[config.mk]
export PLATFORM = sky130hd
export DESIGN_NAME = mem_slice
export DESIGN_NICKNAME = d
export VERILOG_FILES = /design/src/rtl/mem_slice.sv
export SDC_FILE = /design/constraint.sdc
export NUM_CORES = 1
export LEC_CHECK = 0
export ABC_AREA = 1
export CAP_MARGIN = 15
export CORE_MARGIN = 3
export CORE_UTILIZATION = 43
export CTS_CLUSTER_SIZE = 40
export DETAILED_ROUTE_END_ITERATION = 8
export HOLD_SLACK_MARGIN = 0.03
export PLACE_DENSITY = 0.85
export SYNTH_ARGS = -nofsm -noshare
export SYNTH_HDL_FRONTEND = slang
export SYNTH_SLANG_ARGS = --single-unit
[constraint.sdc]
create_clock -name clk -period 1.7 [get_ports clk]
set_clock_uncertainty 0.1 [all_clocks]
set_input_delay 0.34 -clock clk [delete_from_list [all_inputs] [get_ports clk]]
set_output_delay 0.34 -clock clk [all_outputs]
set_load 0.01 [all_outputs]
[src/rtl/mem_slice.sv]
// MEM stage of a 5-stage pipeline: EX/MEM register, memory handshake with a bounded
// wait, branch resolution, and the MEM/WB register.
module mem_slice #(
    parameter int TIMEOUT = 8  // usable range 2..16: the wait counter is 4 bits wide
) (
    input  logic        clk,
    input  logic        rst,
    // EX stage
    input  logic        valid_in,
    input  logic [1:0]  WB_in,
    input  logic [2:0]  M_in,
    input  logic [15:0] addr_in,
    input  logic [15:0] data_in,
    input  logic [15:0] result_in,
    input  logic [2:0]  flags_in,
    input  logic [15:0] PCbranch_in,
    input  logic [2:0]  bcond_in,
    input  logic [3:0]  rd_in,
    // memory
    output logic [15:0] mem_addr,
    output logic [15:0] mem_wdata,
    output logic        mem_re,
    output logic        mem_we,
    input  logic        mem_rdy,
    input  logic [15:0] mem_rdata,
    // pipeline control
    output logic        stall,
    output logic        PCsrc,
    output logic [15:0] PCbranch,
    output logic        flush,
    // MEM/WB
    output logic        valid_out,
    output logic [1:0]  WB,
    output logic [15:0] rdata,
    output logic [15:0] result,
    output logic [3:0]  rd,
    output logic        mem_err
);

    typedef enum logic {ST_IDLE, ST_WAIT} state_t;

    localparam logic [3:0] TIMEOUT_LAST = 4'(TIMEOUT - 1);

    // EX/MEM register
    logic        valid_q,    valid_d;
    logic [1:0]  wb_q,       wb_d;
    logic [2:0]  m_q,        m_d;
    logic [15:0] addr_q,     addr_d;
    logic [15:0] data_q,     data_d;
    logic [15:0] result_q,   result_d;
    logic [2:0]  flags_q,    flags_d;
    logic [15:0] pcbranch_q, pcbranch_d;
    logic [2:0]  bcond_q,    bcond_d;
    logic [3:0]  rd_q,       rd_d;

    // control state
    state_t      state_q,    state_d;
    logic [3:0]  cnt_q,      cnt_d;
    logic        mem_err_q,  mem_err_d;

    // MEM/WB register
    logic        valid_out_q, valid_out_d;
    logic [1:0]  wb_out_q,    wb_out_d;
    logic [15:0] rdata_q,     rdata_d;
    logic [15:0] result_out_q, result_out_d;
    logic [3:0]  rd_out_q,    rd_out_d;

    logic mem_op;
    logic is_load;
    logic timeout;
    logic cond;
    logic zr, neg, ov;

    assign {zr, neg, ov} = flags_q;

    // A branch never touches memory, even with M[0]/M[1] set.
    assign mem_op  = valid_q & ~m_q[2] & (m_q[0] | m_q[1]);
    assign is_load = mem_op & m_q[0] & ~m_q[1];
    assign timeout = (state_q == ST_WAIT) && (cnt_q == TIMEOUT_LAST);

    assign mem_re    = is_load;
    assign mem_we    = mem_op & m_q[1];
    assign mem_addr  = addr_q;
    assign mem_wdata = data_q;
    assign stall     = mem_op & ~mem_rdy & ~timeout;

    always_comb begin
        unique case (bcond_q)
            3'b000:  cond = ~zr;
            3'b001:  cond = zr;
            3'b010:  cond = ~zr & ~neg;
            3'b011:  cond = neg;
            3'b100:  cond = zr | ~neg;
            3'b101:  cond = zr | neg;
            3'b110:  cond = ov;
            default: cond = 1'b1;
        endcase
    end

    assign PCsrc    = valid_q & m_q[2] & cond;
    assign flush    = PCsrc;
    assign PCbranch = pcbranch_q;

    always_comb begin
        // NOTE: every signal gets a default first so no path through the block infers a latch.
        state_d   = state_q;
        cnt_d     = 4'd0;
        mem_err_d = mem_err_q | timeout;

        // The counter holds the number of cycles already stalled, so it is zero in IDLE.
        if (stall) begin
            cnt_d = cnt_q + 4'd1;
        end

        unique case (state_q)
            ST_IDLE: if (stall) state_d = ST_WAIT;
            ST_WAIT: if (mem_rdy || timeout) state_d = ST_IDLE;
            default: state_d = ST_IDLE;
        endcase
    end

    always_comb begin
        valid_d    = valid_q;
        wb_d       = wb_q;
        m_d        = m_q;
        addr_d     = addr_q;
        data_d     = data_q;
        result_d   = result_q;
        flags_d    = flags_q;
        pcbranch_d = pcbranch_q;
        bcond_d    = bcond_q;
        rd_d       = rd_q;

        valid_out_d  = 1'b0;
        wb_out_d     = 2'b00;
        rdata_d      = rdata_q;
        result_out_d = result_out_q;
        rd_out_d     = rd_out_q;

        if (!stall) begin
            valid_d    = valid_in;
            wb_d       = WB_in;
            m_d        = M_in;
            addr_d     = addr_in;
            data_d     = data_in;
            result_d   = result_in;
            flags_d    = flags_in;
            pcbranch_d = PCbranch_in;
            bcond_d    = bcond_in;
            rd_d       = rd_in;

            valid_out_d  = valid_q;
            wb_out_d     = wb_q;
            result_out_d = result_q;
            rd_out_d     = rd_q;
            rdata_d      = (is_load && !timeout) ? mem_rdata : 16'h0000;
        end
    end

    always_ff @(posedge clk) begin
        // NOTE: non-blocking assignments so every flop samples pre-edge values.
        if (!rst) begin
            valid_q      <= 1'b0;
            wb_q         <= 2'b00;
            m_q          <= 3'b000;
            addr_q       <= 16'h0000;
            data_q       <= 16'h0000;
            result_q     <= 16'h0000;
            flags_q      <= 3'b000;
            pcbranch_q   <= 16'h0000;
            bcond_q      <= 3'b000;
            rd_q         <= 4'h0;
            state_q      <= ST_IDLE;
            cnt_q        <= 4'd0;
            mem_err_q    <= 1'b0;
            valid_out_q  <= 1'b0;
            wb_out_q     <= 2'b00;
            rdata_q      <= 16'h0000;
            result_out_q <= 16'h0000;
            rd_out_q     <= 4'h0;
        end else begin
            valid_q      <= valid_d;
            wb_q         <= wb_d;
            m_q          <= m_d;
            addr_q       <= addr_d;
            data_q       <= data_d;
            result_q     <= result_d;
            flags_q      <= flags_d;
            pcbranch_q   <= pcbranch_d;
            bcond_q      <= bcond_d;
            rd_q         <= rd_d;
            state_q      <= state_d;
            cnt_q        <= cnt_d;
            mem_err_q    <= mem_err_d;
            valid_out_q  <= valid_out_d;
            wb_out_q     <= wb_out_d;
            rdata_q      <= rdata_d;
            result_out_q <= result_out_d;
            rd_out_q     <= rd_out_d;
        end
    end

    assign valid_out = valid_out_q;
    assign WB        = wb_out_q;
    assign rdata     = rdata_q;
    assign result    = result_out_q;
    assign rd        = rd_out_q;
    assign mem_err   = mem_err_q;

endmodule

# Yosys cells after proc, flatten, opt, wreduce, memory -nomap -nowiden

Index checks and enable logic that the tools add are counted.

Register bits after elaboration: 125
Bits in latches: 0
Bits in writable memories: 0
ROM bits: 0
Input bits: 99
Output and inout port bits: 93
Logic and storage cells: 60
Memories: 0

Add/sub/neg operators: 1
Multiply operators: 0
Div/mod/pow operators: 0
Magnitude comparators: 0
Eq/ne operators: 7
Shift operators: 0
Multiplexer cells: 5
Bitwise gates (word level): 22
Reduce and logical (&&, ||, !) cells: 7

Operator list:

| cell                | number |
|---|---|
| $mux 16             | 1 |
| $and 1x1->1         | 10 |
| $eq 3x3->1 const B  | 3 |
| $not 1->1           | 8 |
| $pmux 1 s7          | 1 |
| $eq 3x2->1 const B  | 2 |
| $add 4x1->4 const B | 1 |
| $eq 4x3->1 const B  | 1 |
| $or 1x1->1          | 4 |
| $eq 3x1->1 const B  | 1 |
| $logic_not 3->1     | 1 |
| $logic_and 1x1->1   | 2 |
| $mux 1              | 2 |
| $pmux 1 s2          | 1 |
| $reduce_and 2->1    | 1 |
| $reduce_or 2->1     | 1 |
| $logic_not 1->1     | 1 |
| $logic_or 1x1->1    | 1 |

# Longest topological paths before layout

Gate-level depths: netlist of run 1.

Word-level depth: 7
Gate-level depth with buffers: 10
Gate-level depth less buffers: 8

# Worst setup path after synthesis of run 1

OpenSTA, ideal clock, no wires.

Path kind: reg2out
Start: register cnt_q[0]
End: output port stall
Data arrival time: 1.144 ns
Data required time: 1.260 ns
Path slack: 0.116 ns
Stages on the path, launching flop included: 8
Path buffers: 1
Cell sequence: dfxtp_1 -> ha_1 -> nand2_1 -> inv_1 -> nand2_2 -> nand2_1 -> nor2_4 -> buf_2

Cells in the longest elaborated chain, start to end: 4

RTL lines:

| item                   | RTL line | text |
|---|---|---|
| start, declared        | 58       | `logic [3:0] cnt_q, cnt_d;` |
| start signal, assigned | 193      | `cnt_q <= cnt_d;` |
| $eq 4x3->1             | 79       | `assign timeout = (state_q == ST_WAIT) && (cnt_q == TIMEOUT_LAST);` |
| $logic_and 1x1->1      | 79       |  |
| $not 1->1              | 85       | `assign stall = mem_op & ~mem_rdy & ~timeout;` |
| $and 1x1->1            | 85       |  |
| end, declared          | 27       | `output logic stall,` |

Every way passes these cells.

# Final worst setup path of run 1

Start: register bcond_q[1]
End: output port flush

Cells in the longest elaborated chain, start to end: 3
Elaborated cells between the ends (all ways): 9
Those cells by class: eq/ne: 6; mux: 1; bitwise: 1; reduce/logical: 1

RTL lines:

| item                                     | RTL line | text |
|---|---|---|
| start, declared                          | 53       | `logic [2:0] bcond_q, bcond_d;` |
| start signal, assigned                   | 190      | `bcond_q <= bcond_d;` |
| $eq 3x3->1, or another cell as far along | 88       | `unique case (bcond_q)` |
| $pmux 1 s7 (*)                           | 88       |  |
| $and 1x1->1 (*)                          | 100      | `assign PCsrc = valid_q & m_q[2] & cond;` |
| end, declared                            | 30       | `output logic flush,` |

Mark *: on every way between the ends. The rest lies on a longest branch, timed or not.

==> flow_metrics.tcl, run 1 <==
set metrics [dict create \
    status "finished, violations left" \
    violations "negative setup slack" \
    final-setup-viol-count 3 \
    gr-total-overflow 0 \
    critical_path_arrival_ns 1.50 \
    crit_type "flip-flop to output pin" \
    first_global_vias 4677 \
    final-hold-violation-count 0 \
    remaining_drc_errors 0 \
    synth.distinct_cells 23 \
    hpwlAfterDp_um 9340 \
    viasPerCell 5.11 \
    die_y_um 111 \
    synth_top_cell_area_share_pct 52.8 \
    ant_nets 0 \
    power.density_nw_per_um2 1030 \
    hold_class "input port to flip-flop" \
    insertion_delay_ns 0.49 \
    nets 895 \
    drt_iter0_markers 370 \
    ys.warnings.count 0 \
    cp-end-kind "output pin" \
    io-pin-count 192 \
    cts_root_buf "clkbuf_8" \
    synth_top_cell_by_area "dfxtp_1" \
    die_x_um 111 \
    area_growth_pct 58.2 \
    rsz0062_at_grt "true" \
    use_met2_pct 39.4 \
    synth.avg_cell_area_um2 7.73 \
    slew_viol_final 0 \
    finalPower_mw 7.73 \
    globalRoute.busiestLayer "met2" \
    peakVddDrop_v 0.000705 \
    wl_um 14400 \
    grt_pass1_wl_um 22600 \
    layout_setup_ws_ns -0.240 \
    num_rows 37 \
    io_buffers 191 \
    start_util_pct 45.1 \
    crit_fanout 4 \
    dr.pass1.iters 5 \
    start_kind "flip-flop" \
    cts_tree "yes" \
    ys_seq_area_share_pct 52.8 \
    clkSlewWorstSetupHoldPaths_ns 0.05 \
    gp_congestion 0.810 \
    grt_max_degree 61 \
    p_leak_nw 3.78 \
    drv_cap 0 \
    fmax_mhz 515 \
    worst_slew_pin_slew_ns 0.336 \
    synth.area.top_cells "dfxtp_1 (53%), nand3_1 (24%), nand2_1 (10%)" \
    synthCells 613 \
    vias 4833 \
    met1_usage_pct 24.5 \
    cts_hold_buf 0 \
    clock_path_buffers 2 \
    grt_use_met3_pct 6.44 \
    track_usage_pct 22.3 \
    slew_headroom_pct 77.6 \
    syn-num-nets 713 \
    cts.sinks 125 \
    cts_made_buffers 17 \
    drive_gt1_share_pct 10.5 \
    worstPathRequired_ns 1.26 \
    dp_cells 908 \
    ys_seq_elements 125 \
    antenna_found_initial 1 \
    core_um2 10500 \
    cts_max_level 4 \
    layout_min_cycle_time_ns 1.94 \
    wl_per_cell_um 15.2 \
    final-instance-count-excl-fill 945 \
    fin_crit_sh_pct 114 \
    dieArea_um2 12300 \
    syn-cell-area_um2 4740 \
]
[synthesized netlist by cell type]
| cell type | n |
|---|---|
| a21boi_0 | 1 |
| a21oi_1 | 2 |
| buf_1 | 7 |
| buf_2 | 12 |
| buf_4 | 11 |
| buf_6 | 1 |
| clkbuf_1 | 21 |
| dfxtp_1 | 125 |
| ha_1 | 1 |
| inv_1 | 31 |
| inv_2 | 1 |
| nand2_1 | 127 |
| nand2_2 | 1 |
| nand3_1 | 230 |
| nand3_2 | 1 |
| nand4_1 | 1 |
| nor2_1 | 33 |
| nor2_2 | 1 |
| nor2_4 | 1 |
| o21ai_0 | 2 |
| o21bai_1 | 1 |
| xnor2_1 | 1 |
| xor2_1 | 1 |
[through the flow]
step                      hold slack [ns]  TNS [ns]  util (%)  setup slack (ns)  cell area, um2
after global routing                0.139     -1.02      71.3            -0.363            7500
after detailed placement            0.320    -19.83      64.8            -0.322            6810
after floorplan                     0.309         0         -             0.116            4740
after global placement              0.319     -9.27      64.8            -0.260            6810
final                               0.146    -0.710      71.3            -0.240            7500
after CTS                           0.110    -0.799      70.2            -0.289            7380
[layout make-up]
cell class	count	area, um2
sequential	125	2510
timing repair buffer	215	2150
multi-input combinational	404	1920
inverter	32	120
clock inverter	11	164
tap	136	170
fill	846	3010
clock buffer	21	459
antenna	1	2.50
[cell usage in the layout (no fill, tap or decap), drive strengths merged]
master	count
nand3	231
clkdlybuf4s50	97
buf	28
dfxtp	125
o21bai	1
ha	1
bufinv	4
dlygate4sd2	88
o21ai	2
a21oi	2
nand2	128
a21boi	1
diode	1
inv	32
clkinv	5
nand4	1
xor2	1
clkbuf	23
nor2	35
clkinvlp	2
xnor2	1
[layer usage]
layer,vias up,wire (um)
met5,-,0
met4,0,459
met3,32,949
met2,176,7400
met1,2229,5600
li1,2396,-
[cells by family after synthesis]
kind of cell             count (synthesis)  share of synthesized area [%]
XOR/XNOR                                 2                          0.370
buffers and inverters                   84                           8.00
AND/OR/NAND/NOR                        395                           37.8
AO/OA/AOI/OAI                            6                          0.740
adder cells (fa/ha/maj)                  1                          0.264
flip-flops                             125                           52.8
[sequential cells by signal, indices dropped and copies added, names as in the netlist, 3 cells and up]
name and cells:
rd_q 4, result 16, m_q 3, mem_wdata 16
rd 4, cnt_q 4, mem_addr 16, PCbranch 16
flags_q 3, result_q 16, rdata 16, bcond_q 3
[final timing paths]
path                   start         end  slack [ns]  cells after the start
setup / recovery  bcond_q[1]       flush       -0.24                      6
hold reg to reg      wb_q[1]       WB[1]        0.34                      2
hold / removal           rst  flags_q[1]        0.15                      3
setup reg to reg    cnt_q[1]    cnt_q[0]        0.06                     10
[where the power goes]
| part | total (mW) | internal [mW] | switching (mW) |
|---|---|---|---|
| Sequential | 3.16 | 3.08 | 0.0821 |
| Combinational | 0.809 | 0.435 | 0.374 |
| Clock | 3.75 | 2.49 | 1.26 |
| Total | 7.73 | 6.01 | 1.72 |
[worst max-delay path, cell delays in order, from the launching register on]
cell and delay [ns]:
dfxtp_2 0.34, nor2_4 0.14, nor2_1 0.06, o21bai_1 0.14
nor2_1 0.07, nor2_2 0.12, buf_2 0.15
[repair_timing]
| action | CTS | global route |
|---|---|---|
| setup buffers | 0 | 1 |
| gates cloned | 1 | 2 |
| resized for setup | 126 | 19 |
| pin swaps | 2 | 8 |
| endpoints found under the setup margin | 142 | 93 |
(Power assumes the default switching activity.)
==> run 2, diff against run 1 <==
--- a/config.mk
+++ b/config.mk
@@ -13,6 +13,7 @@
 export DETAILED_ROUTE_END_ITERATION = 8
 export HOLD_SLACK_MARGIN = 0.03
 export PLACE_DENSITY = 0.85
+export SETUP_SLACK_MARGIN = 0.1
 export SYNTH_ARGS = -nofsm -noshare
 export SYNTH_HDL_FRONTEND = slang
 export SYNTH_SLANG_ARGS = --single-unit
==> run 2 against run 1 <==
The flow still finishes with violations (negative setup slack). Global-route usage rose by 6.1 points. Clock power rose by 4%. Cell area rose by 28%. Cell count rose by 6.0%. First-iteration DRC count rose by 85%. Hold slack improved by 0.022 ns. Fmax fell by 7.3%. Non-clock buffer count rose by 56. Critical path depth did not move. Core utilization rose by 20 points.
==> flow_metrics.tcl, run 2 (same netlist as run 1, synthesis figures left out) <==
set metrics [dict create \
    num-fill-cells 360 \
    cts_tree "yes" \
    grt_pass1_wl_um 27900 \
    die_x_um 111 \
    power.density_nw_per_um2 862 \
    layout_common_cells "nand3_2 (146), dfxtp_1 (116), nand2_1 (103), clkdlybuf4s50_1 (97), nand3_1 (73)" \
    fin_crit_sh_pct 123 \
    slew_headroom_pct 67.5 \
    min_to "mem_addr[5]" \
    track_usage_pct 28.4 \
    first_global_vias 5315 \
    critical_path.n_buffers_inverters 1 \
    hold_class "input port to flip-flop" \
    max_stage_delay_ns 0.42 \
    fmax_mhz 478 \
    timing.rr.end "result_q[7]" \
    violations "negative setup slack" \
    slew_viol_final 0 \
    reg2reg_depth 13 \
    cpMaxStageDelayCell "dfxtp_1" \
    path_cells "nor2_1 -> nor2_1 -> o21bai_1 -> nor2_2 -> nor2_4 -> buf_6" \
    worstPathRequired_ns 1.26 \
    status "finished, violations left" \
    layout_min_cycle_time_ns 2.09 \
    r2r_setup_slack_ns -0.32 \
    die_y_um 111 \
    remaining_drc_errors 0 \
    peakVddDrop_v 0.000728 \
    start_util_pct 45.1 \
    clkSlewWorstSetupHoldPaths_ns 0.06 \
    io_buffers 191 \
    cts_max_level 4 \
    start_kind "flip-flop" \
    drv_cap 0 \
    insertion_delay_ns 0.52 \
    cp-end-kind "output pin" \
    whs_ns 0.168 \
    vias 5971 \
    final_common_cell "nand3_2" \
    wl_per_cell_um 25.1 \
    rsz0062_at_grt "true" \
    min_from "rst" \
    hpwlAfterDp_um 9340 \
    final-hold-violation-count 0 \
    num_rows 37 \
    gr-total-overflow 0 \
    cts_root_buf "clkbuf_8" \
    clock_path_buffers 2 \
    p_leak_nw 4.38 \
    drive_gt1_share_pct 39.8 \
    ant_nets 0 \
    gp_congestion 0.810 \
    area_growth_pct 103 \
    dieArea_um2 12300 \
    min_path_cells 3 \
    cts_made_buffers 17 \
    dr.pass1.iters 5 \
    worst_slew_pin_slew_ns 0.487 \
    final-instance-count-excl-fill 1002 \
    drt_iter0_markers 684 \
    crit_type "flip-flop to output pin" \
    dp_cells 908 \
    layout_setup_ws_ns -0.393 \
    io-pin-count 192 \
    crit_fanout 3 \
    grt_max_degree 61 \
    cts.sinks 125 \
    wl_um 25200 \
    core_um2 10500 \
    viasPerCell 5.96 \
    reg2reg_from "cnt_q[0]" \
    critical_path_arrival_ns 1.65 \
    nets 952 \
    final-setup-viol-count 125 \
    path_common_cell "nor2_1" \
    antenna_found_initial 1 \
    critical_path.top_delay_family "simple AND/OR/NAND/NOR gates" \
]
==> run 2: cell types whose count changed in the layout (fill, tap and decap cells not counted), moves of 7 or more <==
cell / previous run / this run
nand3_1: 230 / 73
buf_8: 0 / 7
clkbuf_16: 18 / 32
nand3_2: 0 / 146
clkbuf_2: 0 / 11
nand2_2: 1 / 22
buf_16: 2 / 15
clkdlybuf4s15_1: 0 / 27
buf_6: 3 / 21
nand3_4: 1 / 13
dlygate4sd2_1: 88 / 50
buf_12: 8 / 16
nand2_1: 124 / 103
nor2_1: 29 / 20
==> run 2: metal layers <==
metal,vias up,global-route usage (%),routed length [um]
li1,2525,-,-
met1,2803,30.9,8630
met2,484,50.6,12400
met3,159,7.10,2270
met4,0,15.0,1900
met5,-,0,0
==> run 2: worst max-delay path by stage <==
stage               startpoint  slack, ns  depth (start not counted)     to
floorplan             cnt_q[0]       0.12                          7  stall
global placement       mem_rdy      -0.26                          5  stall
detailed placement     mem_rdy      -0.32                          5  stall
CTS                 bcond_q[1]      -0.29                          6  flush
global route        flags_q[2]      -0.43                          6  PCsrc
finish              flags_q[2]      -0.39                          6  PCsrc
==> run 2: per-stage QoR <==
step	setup TNS (ns)	setup slack [ns]	util [%]	total power, mW	area (um2)
5_1_grt	-28.91	-0.427	91.7	8.48	9630
2_1_floorplan	0	0.116	-	3.54	4740
3_3_place_gp	-9.27	-0.260	64.8	4.03	6810
3_5_place_dp	-19.83	-0.322	64.8	4.07	6810
6_report	-24.96	-0.393	91.7	8.31	9630
4_1_cts	-1.02	-0.289	80.0	7.94	8410
==> run 2: power by group <==
part           switching (mW)  internal (mW)
combinational           0.598          0.608
clock                    1.40           2.49
sequential              0.128           3.08
total                    2.12           6.18
==> run 2: worst register-to-register path, cell delays in order (launching register included) <==
cell and delay [ns]:
dfxtp_2 0.34, ha_4 0.16, nand2_2 0.07, inv_2 0.03, nand2_2 0.10, nand2_2 0.10, nor2_4 0.16, buf_6 0.11
buf_6 0.11, buf_12 0.13, buf_8 0.14, clkbuf_16 0.16, nand3_1 0.13, nand2_1 0.12
==> run 2: timing repair <==
action	in CTS	in global routing
buffers inserted	16	14
gates cloned	15	23
hold buffers	0	0
gates resized for setup	248	202
pin swaps	80	38
endpoints found under the setup margin	211	163
hold endpoints to repair	0	0
==> run 2: layout make-up <==
type	instances	area (um2)	share of cell area, %
Antenna cell	1	2.50	0.0260
Clock buffer	21	459	4.77
Clock inverter	11	164	1.70
Inverter	32	123	1.27
Multi-Input combinational cell	405	2910	30.2
Sequential cell	125	2520	26.1
Tap cell	136	170	1.77
Timing Repair Buffer	271	3290	34.2
==> run 3, diff against run 2 <==
--- a/config.mk
+++ b/config.mk
@@ -8,11 +8,11 @@
 export ABC_AREA = 1
 export CAP_MARGIN = 15
 export CORE_MARGIN = 3
-export CORE_UTILIZATION = 43
+export CORE_UTILIZATION = 40
 export CTS_CLUSTER_SIZE = 40
 export DETAILED_ROUTE_END_ITERATION = 8
 export HOLD_SLACK_MARGIN = 0.03
-export PLACE_DENSITY = 0.85
+export PLACE_DENSITY = 0.8
 export SETUP_SLACK_MARGIN = 0.1
 export SYNTH_ARGS = -nofsm -noshare
 export SYNTH_HDL_FRONTEND = slang
==> run 3 against run 2 <==
The flow still finishes with violations (negative setup slack). Combinational power fell by 14%. Global-route usage is 8.4 points lower. Setup slack gained 0.19 ns. Clock-buffer cell count increased by 4. Die area grew 7.1%. Clock power down 5%. Register-to-register slack improved by 0.34 ns. Routed wire length is 27% lower. Sequential cell count unchanged. Fmax is 10% higher. Non-clock buffer count is 23 lower. First-iteration DRC count fell by 56%.
==> flow_metrics.tcl, run 3 (same netlist as run 1, synthesis figures left out) <==
set metrics [dict create \
    p_leak_nw 4.26 \
    clockPowerShare_pct 46.6 \
    wl_um 18500 \
    wl_per_cell_um 18.8 \
    whs_ns 0.217 \
    final_common_cell "nand3_2" \
    r2r_setup_slack_ns 0.02 \
    finalSetupTns_ns -0.539 \
    slew_viol_final 0 \
    final-instance-count-excl-fill 984 \
    grt_pass1_wl_um 21300 \
    cts_max_level 4 \
    power.internal_mw 6.08 \
    remaining_drc_errors 0 \
    num_rows 39 \
    antenna_found_initial 0 \
    num-fill-cells 694 \
    viasPerCell 5.31 \
    start_util_pct 41.1 \
    critical_path_arrival_ns 1.46 \
    ant_nets 0 \
    io_buffers 191 \
    reg2reg_from "cnt_q[1]" \
    status "finished, violations left" \
    cts_root_buf "clkbuf_16" \
    gp_congestion 0.819 \
    p_sw_share_pct 23.2 \
    num_antenna_cells 0 \
    cts_made_buffers 17 \
    clock_path_buffers 2 \
    reg2reg_depth 10 \
    drive_gt1_share_pct 32.0 \
    fmax_mhz 527 \
    worst_slew_pin_slew_ns 0.387 \
    final-hold-violation-count 0 \
    dp_cells 919 \
    pre_cts_ws_ns -0.283 \
    worstPathRequired_ns 1.26 \
    die_x_um 115 \
    insertion_delay_ns 0.40 \
    area_growth_pct 88.9 \
    post_dp_cell_area_um2 6880 \
    final-setup-viol-count 3 \
    switchingPower_mw 1.84 \
    layout_min_cycle_time_ns 1.90 \
    crit_type "flip-flop to output pin" \
    power.density_nw_per_um2 884 \
    gr-total-overflow 0 \
    layout_setup_ws_ns -0.199 \
    drv_cap 0 \
    crit_fanout 4 \
    die_y_um 115 \
    hpwlAfterDp_um 9150 \
    peakVddDrop_v 0.000627 \
    dr.pass1.iters 5 \
    start_kind "flip-flop" \
    final_util_pct 77.7 \
    dieArea_um2 13200 \
    cts_hold_buf 0 \
    drt_iter0_markers 302 \
    min_from "rst" \
    slew_headroom_pct 74.2 \
    cts_tree "yes" \
    track_usage_pct 20.0 \
    core_um2 11500 \
    nets 929 \
    clkSlewWorstSetupHoldPaths_ns 0.05 \
    final_area_um2 8950 \
    cp-end-kind "output pin" \
    finalPower_mw 7.91 \
    io-pin-count 192 \
    vias 5223 \
    fin_crit_sh_pct 112 \
    seqPwrFrac_pct 40.2 \
    hold_class "input port to flip-flop" \
    rsz0062_at_grt "true" \
    violations "negative setup slack" \
    min_to "bcond_q[2]" \
    cts.sinks 125 \
    first_global_vias 4464 \
    timing.rr.end "rdata[14]" \
    pwr-share-comb_pct 13.2 \
    layout_common_cells "nand3_2 (126), dfxtp_1 (117), nand2_1 (110), clkdlybuf4s50_1 (97), nand3_1 (95)" \
    min_path_cells 3 \
    grt_max_degree 59 \
]
==> run 3: cell types whose count changed in the layout (fill, tap and decap cells not counted), moves of 4 or more <==
cell,previous run,this run
clkbuf_2,11,0
nor2_1,20,25
nand3_2,146,126
nand2_2,22,16
clkdlybuf4s15_1,27,0
buf_16,15,5
buf_6,21,13
nand3_1,73,95
nand2_1,103,110
dlygate4sd2_1,50,88
nor2_2,9,5
buf_12,16,10
==> run 3: power groups by stage <==
stage | sequential (mW) | clock (mW) | combinational, mW
after floorplan | 3.26 | 0 | 0.283
after global placement | 3.21 | 0 | 0.836
after detailed placement | 3.22 | 0 | 0.852
after CTS | 3.16 | 3.69 | 0.817
after global routing | 3.20 | 3.85 | 1.11
final | 3.18 | 3.69 | 1.04
==> run 3: per-layer routing <==
metal | vias up | GRT usage, % | wire length (um)
met4 | 0 | 6.10 | 409
met2 | 188 | 34.9 | 9800
met5 | - | 0 | 0
li1 | 2471 | - | -
met1 | 2525 | 23.9 | 7330
met3 | 39 | 5.79 | 968
==> run 3: critical path, cell delays in order (launching register included) <==
cell and delay (ns):
dfxtp_2 0.33, buf_4 0.13, nor2_2 0.07, nor2_1 0.05, o21bai_1 0.12, nor2_1 0.06, nor2_2 0.13, buf_2 0.16
==> run 3: area by class of cell <==
type / count / area (um2) / area share, %
flip-flops and latches: 125 / 2510 / 28.1
repair buffers: 248 / 2790 / 31.2
inverters: 32 / 120 / 1.34
multi-input cells: 405 / 2740 / 30.6
clock inverters: 6 / 108 / 1.20
well taps: 143 / 179 / 2.00
clock buffers: 25 / 495 / 5.54
==> run 3: worst max path at each step <==
stage | from | to | slack, ns | depth (start not counted)
finish | flags_q[1] | PCsrc | -0.20 | 7
global route | flags_q[1] | PCsrc | -0.25 | 7
CTS | flags_q[1] | PCsrc | -0.14 | 7
detailed placement | mem_rdy | stall | -0.28 | 5
global placement | mem_rdy | stall | -0.26 | 5
floorplan | cnt_q[0] | stall | 0.12 | 7
==> run 3: repair_timing <==
item	CTS	global route
endpoints found under the setup margin	113	125
cloned	3	23
resized for setup	138	184
pin swaps	7	117
buffers inserted	2	6
